## config.mk

```make
export PLATFORM = sky130hd
export DESIGN_NAME = envelope_vca
export DESIGN_NICKNAME = d
export VERILOG_FILES = /design/src/rtl/dds_pkg.sv /design/src/rtl/envelope_gen.sv /design/src/rtl/envelope_vca.sv
export SDC_FILE = /design/constraint.sdc
export NUM_CORES = 1
export LEC_CHECK = 0
export CELL_PAD_IN_SITES_DETAIL_PLACEMENT = 1
export CELL_PAD_IN_SITES_GLOBAL_PLACEMENT = 1
export CORE_MARGIN = 3
export CORE_UTILIZATION = 30
export DETAILED_ROUTE_END_ITERATION = 10
export MAX_ROUTING_LAYER = met4
export PLACE_DENSITY = 0.64
export SYNTH_ARGS = -nofsm -noshare
export SYNTH_HDL_FRONTEND = slang
export SYNTH_HIERARCHICAL = 1
export SYNTH_SLANG_ARGS = --single-unit
```

## constraint.sdc

```tcl
create_clock -name clk -period 8.9 [get_ports clk]
set_clock_uncertainty 0.05 [all_clocks]
set_input_delay 1.78 -clock clk [delete_from_list [all_inputs] [get_ports clk]]
set_output_delay 1.78 -clock clk [all_outputs]
set_load 0.1 [all_outputs]
```

## src/rtl/dds_pkg.sv

```systemverilog
// Shared types for the DDS audio path: envelope state encoding and the
// default sample/envelope widths used by the envelope VCA.
package dds_pkg;

  // 3-bit ADSR state encoding, visible on the env_state output.
  typedef enum logic [2:0] {
    ST_IDLE    = 3'd0,
    ST_ATTACK  = 3'd1,
    ST_DECAY   = 3'd2,
    ST_SUSTAIN = 3'd3,
    ST_RELEASE = 3'd4
  } env_state_t;

  localparam int OW_DEFAULT = 24;
  localparam int EW_DEFAULT = 16;

endpackage

```

## src/rtl/envelope_gen.sv

```systemverilog
// ADSR envelope generator: state machine plus saturating/clamping level
// register. Everything advances only on accepted samples (i_valid=1); gate
// changes take priority over the rate arithmetic of the current state.
module envelope_gen
  import dds_pkg::*;
#(
  parameter int EW = EW_DEFAULT
) (
  input  logic          clk,
  input  logic          rst_n,
  input  logic          i_valid,
  input  logic          i_gate,
  input  logic [EW-1:0] i_attack_rate,
  input  logic [EW-1:0] i_decay_rate,
  input  logic [EW-1:0] i_sustain_level,
  input  logic [EW-1:0] i_release_rate,
  output logic [EW-1:0] o_level,
  output env_state_t    o_state
);

  localparam logic [EW-1:0] FULL = '1;

  env_state_t    r_state, w_next_state;
  logic [EW-1:0] r_level, w_next_level;

  // One extra bit: carry for the attack sum, borrow for the decrements.
  logic [EW:0] w_sum, w_dec, w_rel;

  assign w_sum = {1'b0, r_level} + {1'b0, i_attack_rate};
  assign w_dec = {1'b0, r_level} - {1'b0, i_decay_rate};
  assign w_rel = {1'b0, r_level} - {1'b0, i_release_rate};

  // Next state and next level for the current sample.
  always_comb begin
    // NOTE: hold-current defaults first, so no path through the case leaves
    // a variable unassigned and no latch is inferred.
    w_next_state = r_state;
    w_next_level = r_level;
    case (r_state)
      ST_IDLE: begin
        w_next_level = '0;
        if (i_gate) begin
          w_next_state = ST_ATTACK;
          w_next_level = w_sum[EW] ? FULL : w_sum[EW-1:0];
        end
      end
      ST_ATTACK: begin
        if (!i_gate) begin
          w_next_state = ST_RELEASE;
        end else if (w_sum[EW] || (w_sum[EW-1:0] == FULL)) begin
          w_next_level = FULL;
          w_next_state = ST_DECAY;
        end else begin
          w_next_level = w_sum[EW-1:0];
        end
      end
      ST_DECAY: begin
        // A borrow or a landing at/below sustain both clamp to sustain; this
        // also covers entering DECAY already below the sustain level.
        if (!i_gate) begin
          w_next_state = ST_RELEASE;
        end else if (w_dec[EW] || (w_dec[EW-1:0] <= i_sustain_level)) begin
          w_next_level = i_sustain_level;
          w_next_state = ST_SUSTAIN;
        end else begin
          w_next_level = w_dec[EW-1:0];
        end
      end
      ST_SUSTAIN: begin
        if (!i_gate) begin
          w_next_state = ST_RELEASE;
        end else begin
          w_next_level = i_sustain_level;
        end
      end
      ST_RELEASE: begin
        // Retrigger resumes attack from wherever the level currently is.
        if (i_gate) begin
          w_next_state = ST_ATTACK;
        end else if (w_rel[EW] || (w_rel[EW-1:0] == '0)) begin
          w_next_level = '0;
          w_next_state = ST_IDLE;
        end else begin
          w_next_level = w_rel[EW-1:0];
        end
      end
      default: begin
        w_next_state = ST_IDLE;
        w_next_level = '0;
      end
    endcase
  end

  // State and level registers, updated only on accepted samples.
  always_ff @(posedge clk or negedge rst_n) begin
    if (!rst_n) begin
      r_state <= ST_IDLE;
      r_level <= '0;
    end else if (i_valid) begin
      // NOTE: non-blocking assignments so every register samples the values
      // from before this edge, independent of statement order.
      r_state <= w_next_state;
      r_level <= w_next_level;
    end
  end

  assign o_level = r_level;
  assign o_state = r_state;

endmodule

```

## src/rtl/envelope_vca.sv

```systemverilog
// Envelope VCA: scales the signed DDS sample stream by an ADSR envelope.
// Two-stage pipeline (product, then shift), out_valid = in_valid + 2 cycles.
// Each sample is scaled by the envelope level from before its own update.
// Optional macro ENVELOPE_VCA_ROUND_EN: round half up instead of truncating.
module envelope_vca
  import dds_pkg::*;
#(
  parameter int OW = OW_DEFAULT,
  parameter int EW = EW_DEFAULT
) (
  input  logic          clk,
  input  logic          rst_n,
  input  logic          gate,
  input  logic [EW-1:0] attack_rate,
  input  logic [EW-1:0] decay_rate,
  input  logic [EW-1:0] sustain_level,
  input  logic [EW-1:0] release_rate,
  input  logic          in_valid,
  input  logic [OW-1:0] in_ampl,
  output logic          out_valid,
  output logic [OW-1:0] out_ampl,
  output logic [EW-1:0] env_level,
  output logic [2:0]    env_state,
  output logic          busy
);

  localparam int PW = OW + EW + 1;

  env_state_t    w_state;
  logic [EW-1:0] w_level;

  envelope_gen #(.EW(EW)) u_env (
    .clk             (clk),
    .rst_n           (rst_n),
    .i_valid         (in_valid),
    .i_gate          (gate),
    .i_attack_rate   (attack_rate),
    .i_decay_rate    (decay_rate),
    .i_sustain_level (sustain_level),
    .i_release_rate  (release_rate),
    .o_level         (w_level),
    .o_state         (w_state)
  );

  // Both operands widened to the full product width; the level is
  // zero-extended so it is treated as a non-negative gain.
  logic signed [PW-1:0] w_a, w_b, w_prod, w_biased, w_shift;
  logic signed [PW-1:0] r_prod;
  logic                 r_v1;
  logic                 r_out_valid;
  logic [OW-1:0]        r_out_ampl;

  assign w_a    = PW'($signed(in_ampl));
  assign w_b    = PW'($signed({1'b0, w_level}));
  assign w_prod = w_a * w_b;

`ifdef ENVELOPE_VCA_ROUND_EN
  localparam logic signed [PW-1:0] ROUND_K = PW'(1) << (EW - 1);
  assign w_biased = r_prod + ROUND_K;
`else
  assign w_biased = r_prod;
`endif

  assign w_shift = w_biased >>> EW;

  // The gain never exceeds unity, so the bits above OW are pure sign copies.
  logic w_unused_hi;
  assign w_unused_hi = ^w_shift[PW-1:OW];

  // Stage 1: register the full-precision product of each accepted sample.
  always_ff @(posedge clk or negedge rst_n) begin
    if (!rst_n) begin
      r_prod <= '0;
      r_v1   <= 1'b0;
    end else begin
      r_v1 <= in_valid;
      if (in_valid) r_prod <= w_prod;
    end
  end

  // Stage 2: register the shifted result; holds between valid samples.
  always_ff @(posedge clk or negedge rst_n) begin
    if (!rst_n) begin
      r_out_valid <= 1'b0;
      r_out_ampl  <= '0;
    end else begin
      r_out_valid <= r_v1;
      if (r_v1) r_out_ampl <= w_shift[OW-1:0];
    end
  end

  assign out_valid = r_out_valid;
  assign out_ampl  = r_out_ampl;
  assign env_level = w_level;
  assign env_state = w_state;
  assign busy      = (w_state != ST_IDLE);

endmodule

```

==> metrics.txt, run 1 <==
status=finished clean; required time worst endpoint=9120 ps; syn_area_per_cell=8.89 sq um; Total Routed Length=61.3 mm; f_max=120 MHz; Min-Delay Path Class=flip-flop to flip-flop; sequential share of the synthesized area=8.96%; period utilization=93.8%; Synth async-reset ratio=100%; ANT nets after route=0; CP arrival=8570 ps; Critical Path Start Type=input pin; ratio of cells with drive above 1 in the final layout=5.47%; DRC=0; Vert. Die Dim=259 um; Total Routing Usage GR=19.6%; DRT Pass-1 Iters=5; wire length of the first global-routing pass=99.2 mm; Clock transition at path regs=70 ps; Initial Util=30.4%; FF-to-FF path depth=19; RSZ-0062 raised after global routing=no; cell count after synthesis=2,167; Syn Nets=2,792; vias per inst=4.87; latest clock arrival within the worst-skew pair=370 ps; total CTS buffers=9; Ports=137; Final TNS setup=0 ps; CTS Sinks=69; vias in the first global route=17,800; Slew headroom=17.0%; Area Overhead vs Synth=14.2%; initial drt markers=734; count of different cell masters after synthesis=78; full die area=67,300 sq um; commonest non-fill, non-tap cell in the layout=inv_1; H-tree Lvls=3; Syn Std Cell Area=19,300 sq um; Least-Margin Pin Slew=1250 ps; routed via count=15,200; Nets=2,906; max-cap violation count=0; Placeable Area=63,300 sq um; Post-CTS Setup Bufs=0; Port Buffers=136; total gr overflow=0; Fin. Hold Viols=0; Fill cells=7,450; crit end category=flip-flop; detailed placement HPWL=50.4 mm; Crit Path Category=input pin to flip-flop; Multi-input gate area=15,400 sq um; synth warn=6; diodes inserted=0; die width=259 um; Post-synth EDFFs=0; Final Max Tran Viols=0; GPL Wtd Cong=0.903; commonest non-fill, non-tap cells in the layout=inv_1, fa_1, nand2_1; critical path fanouts, max=14; CTS tree=built; clock root buffer=clkbuf_16; Routed WL per cell=19.6 um; Max clock buf depth=2; Storage cell area=1730 sq um; flops & latches, synth=69; endpoints failing setup=0; post-route minimum period=8350 ps; dominant synthesized flop cell=dfrtp_1; Rows=92; WHS Path Cells=1; largest net degree at the start of global routing=42; initial antenna violation count=0
through the flow:
step	instance area, sq um	setup slack [ps]	util [%]	hold WS (ps)	cells
floorplan	19300	1440	-	302	2167
global placement	21700	196	34.3	446	3116
detailed placement	21700	78.6	34.3	446	3116
CTS	22000	448	34.7	459	3132
global route	22000	139	34.8	472	3132
finish	22000	548	34.8	453	3132
metal layers:
metal  vias up  track usage, %  wire (um)
li1       6971               -          -
met1      7998            23.6      26000
met2       200            35.3      32400
met3        71            1.54       1520
met4         0            4.94       1470
met5         -               -          0
critical path: stages:
cell and delay, ps:
clkdlybuf4s50_1 1020, nand2_1 170, fa_1 540, inv_1 60, fa_1 490, fa_1 600, fa_1 450, fa_1 490
inv_1 50, fa_1 470, inv_1 50, ha_1 350, and3_1 230, and3_1 180, a221o_1 360, a32oi_2 410
a21boi_0 240, o21a_1 260, o21a_1 170, o31ai_1 200
worst paths after layout:
kind	startpoint	end	slack, ps
hold reg to reg	r_prod[31]	r_prod[31]	450
max in group asynchronous	rst_n	u_env/o_level[13]	6500
min in group asynchronous	rst_n	out_ampl[0]	1350
setup / recovery	in_ampl[9]	r_prod[32]	550
setup reg to reg	u_env/o_level[2]	r_prod[37]	1570
hold / removal	r_prod[31]	r_prod[31]	450
cell type report:
type	count	share of cell area, %
Multi-Input combinational cell	1526	69.9
Inverter	494	8.43
Sequential cell	69	7.86
Timing Repair Buffer	181	7.71
Tap cell	846	4.81
Clock buffer	9	1.02
Clock inverter	7	0.227
Yosys cell counts (20+ instances only):
master	number	area share [%]
fa_1	373	39
dfrtp_1	69	9.0
nand3_1	25	0.65
inv_1	494	9.6
a21o_1	34	1.3
nor3_1	20	0.52
mux2_2	38	2.2
nand2_1	294	5.7
and2_1	148	4.8
xnor2_1	41	1.9
a21oi_1	65	1.7
clkbuf_1	75	1.5
o21ai_0	42	1.1
nor2_1	49	0.95
xor2_1	21	0.95
ha_1	160	10
timing repair:
action	4_1_cts	5_1_grt
hold endpoints to repair	0	0
setup endpoints to repair	0	1
gates resized for setup	0	1
hold buffers	0	0
sequential cells by signal, indices dropped and copies added (netlist names):
signal	count
u_env/o_state	3
out_ampl	24
out_valid	1
u_env/o_level	16
r_v1	1
r_prod	24
kinds of logic after synthesis:
family,synth area share [%]
simple gates,14.9
xor+xnor,2.82
buf+inv,11.2
fa+ha+maj,49.2
compound gates,10.4
flops,8.96
mux,2.59
Power of run 1 is left out: the tool's default activity adds up to more than one toggle a clock period on the data nets, which glitch-free logic cannot reach.
==> inputs of run 2 (changes only) <==
CELL_PAD_IN_SITES_GLOBAL_PLACEMENT = 2   (was 1)
CTS_CLUSTER_DIAMETER = 60   (was unset)
PLACE_DENSITY = 0.74   (was 0.64)
clock period = 8.38 ns   (was 8.9 ns; I/O delays follow)
==> metrics.txt, run 2 (synthesis gave the netlist of run 1 again) <==
status=finished clean; crit end category=flip-flop; wire length on met3=1.74 mm (+15%); Min Hold Slack=440 ps (-12.8 ps); endpoints failing setup=0 (unchanged); Min-Delay Path Class=flip-flop to flip-flop; Nets=2,953 (+1.6%); Rows=92 (unchanged); max-cap violation count=0 (unchanged); DP Worst Slack=-55.7 ps (-134 ps); crit path max-delay cell type=clkdlybuf4s50_1; CP dominant cell by count=fa_1; Placeable Area=63,300 sq um (unchanged); Clock transition at path regs=60 ps (about the same); WHS Path Cells=1 (unchanged); total CTS buffers=9 (unchanged); largest net degree at the start of global routing=70 (+67%); clock root buffer=clkbuf_16; Crit Path Category=input pin to flip-flop; Initial Util=30.4% (unchanged); Max clock buf depth=2 (unchanged); routed via count=15,400 (+1.1%); initial antenna violation count=1 (+1); Worst R2R Start=u_env/o_level[5]; ANT nets after route=0 (unchanged); CP startpoint=in_ampl[16]; Top Layer Used=met4; DRC=0 (unchanged); worst-path cell chain=clkdlybuf4s50_1 -> buf_4 -> nand2_1 -> fa_1 -> fa_1 -> fa_1 -> inv_1 -> fa_1 -> fa_1 -> fa_1 -> ha_1 -> a21oi_1 -> o21ai_0 -> a221o_1 -> a32oi_4 -> o21ai_2 -> a311oi_2 -> xnor2_1 -> mux2_2; post-route minimum period=7940 ps; Fill cells=7,414 (-0.48%); total gr overflow=0 (unchanged); CTS Sinks=69 (unchanged); Least-Margin Pin Slew=1240 ps (-8.48 ps); Area Overhead vs Synth=16.6%; worst reg2reg endpoint=r_prod[18]; FF-to-FF path depth=21 (+2); Slew headroom=17.5% (+0.57 points); CP arrival=8140 ps (-430 ps); CP max stage delay=770 ps (-250 ps); ratio of cells with drive above 1 in the final layout=7.29% (+1.8 points); Port Buffers=136 (unchanged); Final TNS setup=0 ps (unchanged); Total Routed Length=61.3 mm (-0.14%); Post-CTS Hold Fix Bufs=0 (unchanged); vias in the first global route=17,800 (+0.37%); Routed WL per cell=19.3 um (-1.6%); Final Max Tran Viols=0 (unchanged); GPL Wtd Cong=0.876 (-3.0%); full die area=67,300 sq um (unchanged); wire length of the first global-routing pass=98.9 mm (-0.26%); f_max=126 MHz; Total Routing Usage GR=19.6% (+0.032 points); DRT Pass-1 Iters=5 (unchanged); latest clock arrival within the worst-skew pair=370 ps (about the same); final core occ=35.5% (+0.73 points); commonest non-fill, non-tap cell in the layout=inv_1; required time worst endpoint=8580 ps (-540 ps); die width=259 um (unchanged); commonest non-fill, non-tap cells in the layout=inv_1, fa_1, nand2_1; Fin. Hold Viols=0 (unchanged); H-tree Lvls=3 (unchanged); worst reg-to-reg setup slack=1340 ps (-230 ps); detailed placement HPWL=51.3 mm (+1.8%); initial drt markers=645 (-12%); vias per inst=4.85 (-0.42%); Setup crit end=r_prod[37]; period utilization=94.8%; critical path fanouts, max=7 (-7); setup ws final=438 ps (-110 ps); RSZ-0062 raised after global routing=no; Vert. Die Dim=259 um (unchanged); CTS tree=built; Critical Path Start Type=input pin; met1 wire length=25.8 mm (-0.81%); routed length on met2=32.2 mm (-0.42%); Ports=137 (unchanged)
## run 2: cell types whose count changed in the layout (fill, tap and decap cells not counted), sizes merged
| cell | change |
|---|---|
| clkbuf | +1 |
| clkinv | -2 |
| bufinv | +1 |
| diode | +1 |
| buf | +47 |
## run 2: worst min path at each step
stage | from | slack, ps | end
floorplan | r_v1 | 300 | out_valid
finish | r_prod[31] | 440 | r_prod[31]
global route | r_prod[20] | 470 | out_ampl[4]
detailed placement | r_prod[31] | 440 | r_prod[31]
CTS | r_prod[31] | 450 | r_prod[31]
global placement | r_prod[31] | 440 | r_prod[31]
## run 2: timing repair
action | CTS | global route
resized for setup | 0 | 2
setup endpoints to repair | 0 | 2
buffers inserted | 0 | 0
## run 2: layout make-up
type / instances / area, sq um / area share, %
antenna: 1 / 2.50 / 0.0111
clock buffer: 10 / 239 / 1.06
clock inverter: 6 / 70.1 / 0.312
inverter: 494 / 1850 / 8.26
multi-input combinational: 1526 / 15400 / 68.6
sequential: 69 / 1730 / 7.69
tap: 846 / 1060 / 4.71
timing repair buffer: 228 / 2110 / 9.40
## run 2: worst max-delay path: cells and delay by family
kind | cells | cell delay [ps]
xor gates and xnor gates | 1 | 90
adders and majority gates | 7 | 3410
muxes | 1 | 260
and+or+nand+nor | 1 | 90
AOI/OAI and AO/OA | 6 | 1510
buffers and inverters | 3 | 1100
## run 2: layer usage
layer  global-route usage (%)  vias up
li1                         -     7069
met1                     23.4     8045
met2                     35.1      222
met3                     2.11       72
met4                     5.20        0
met5                        -        -
## run 2: stage by stage
stage / instances / cell area [sq um]
after global placement: 3163 / 22100
after global routing: 3180 / 22500
final: 3180 / 22500
after CTS: 3179 / 22400
after detailed placement: 3163 / 22100
after floorplan: 2167 / 19300
Power of run 2 is left out for the same reason.
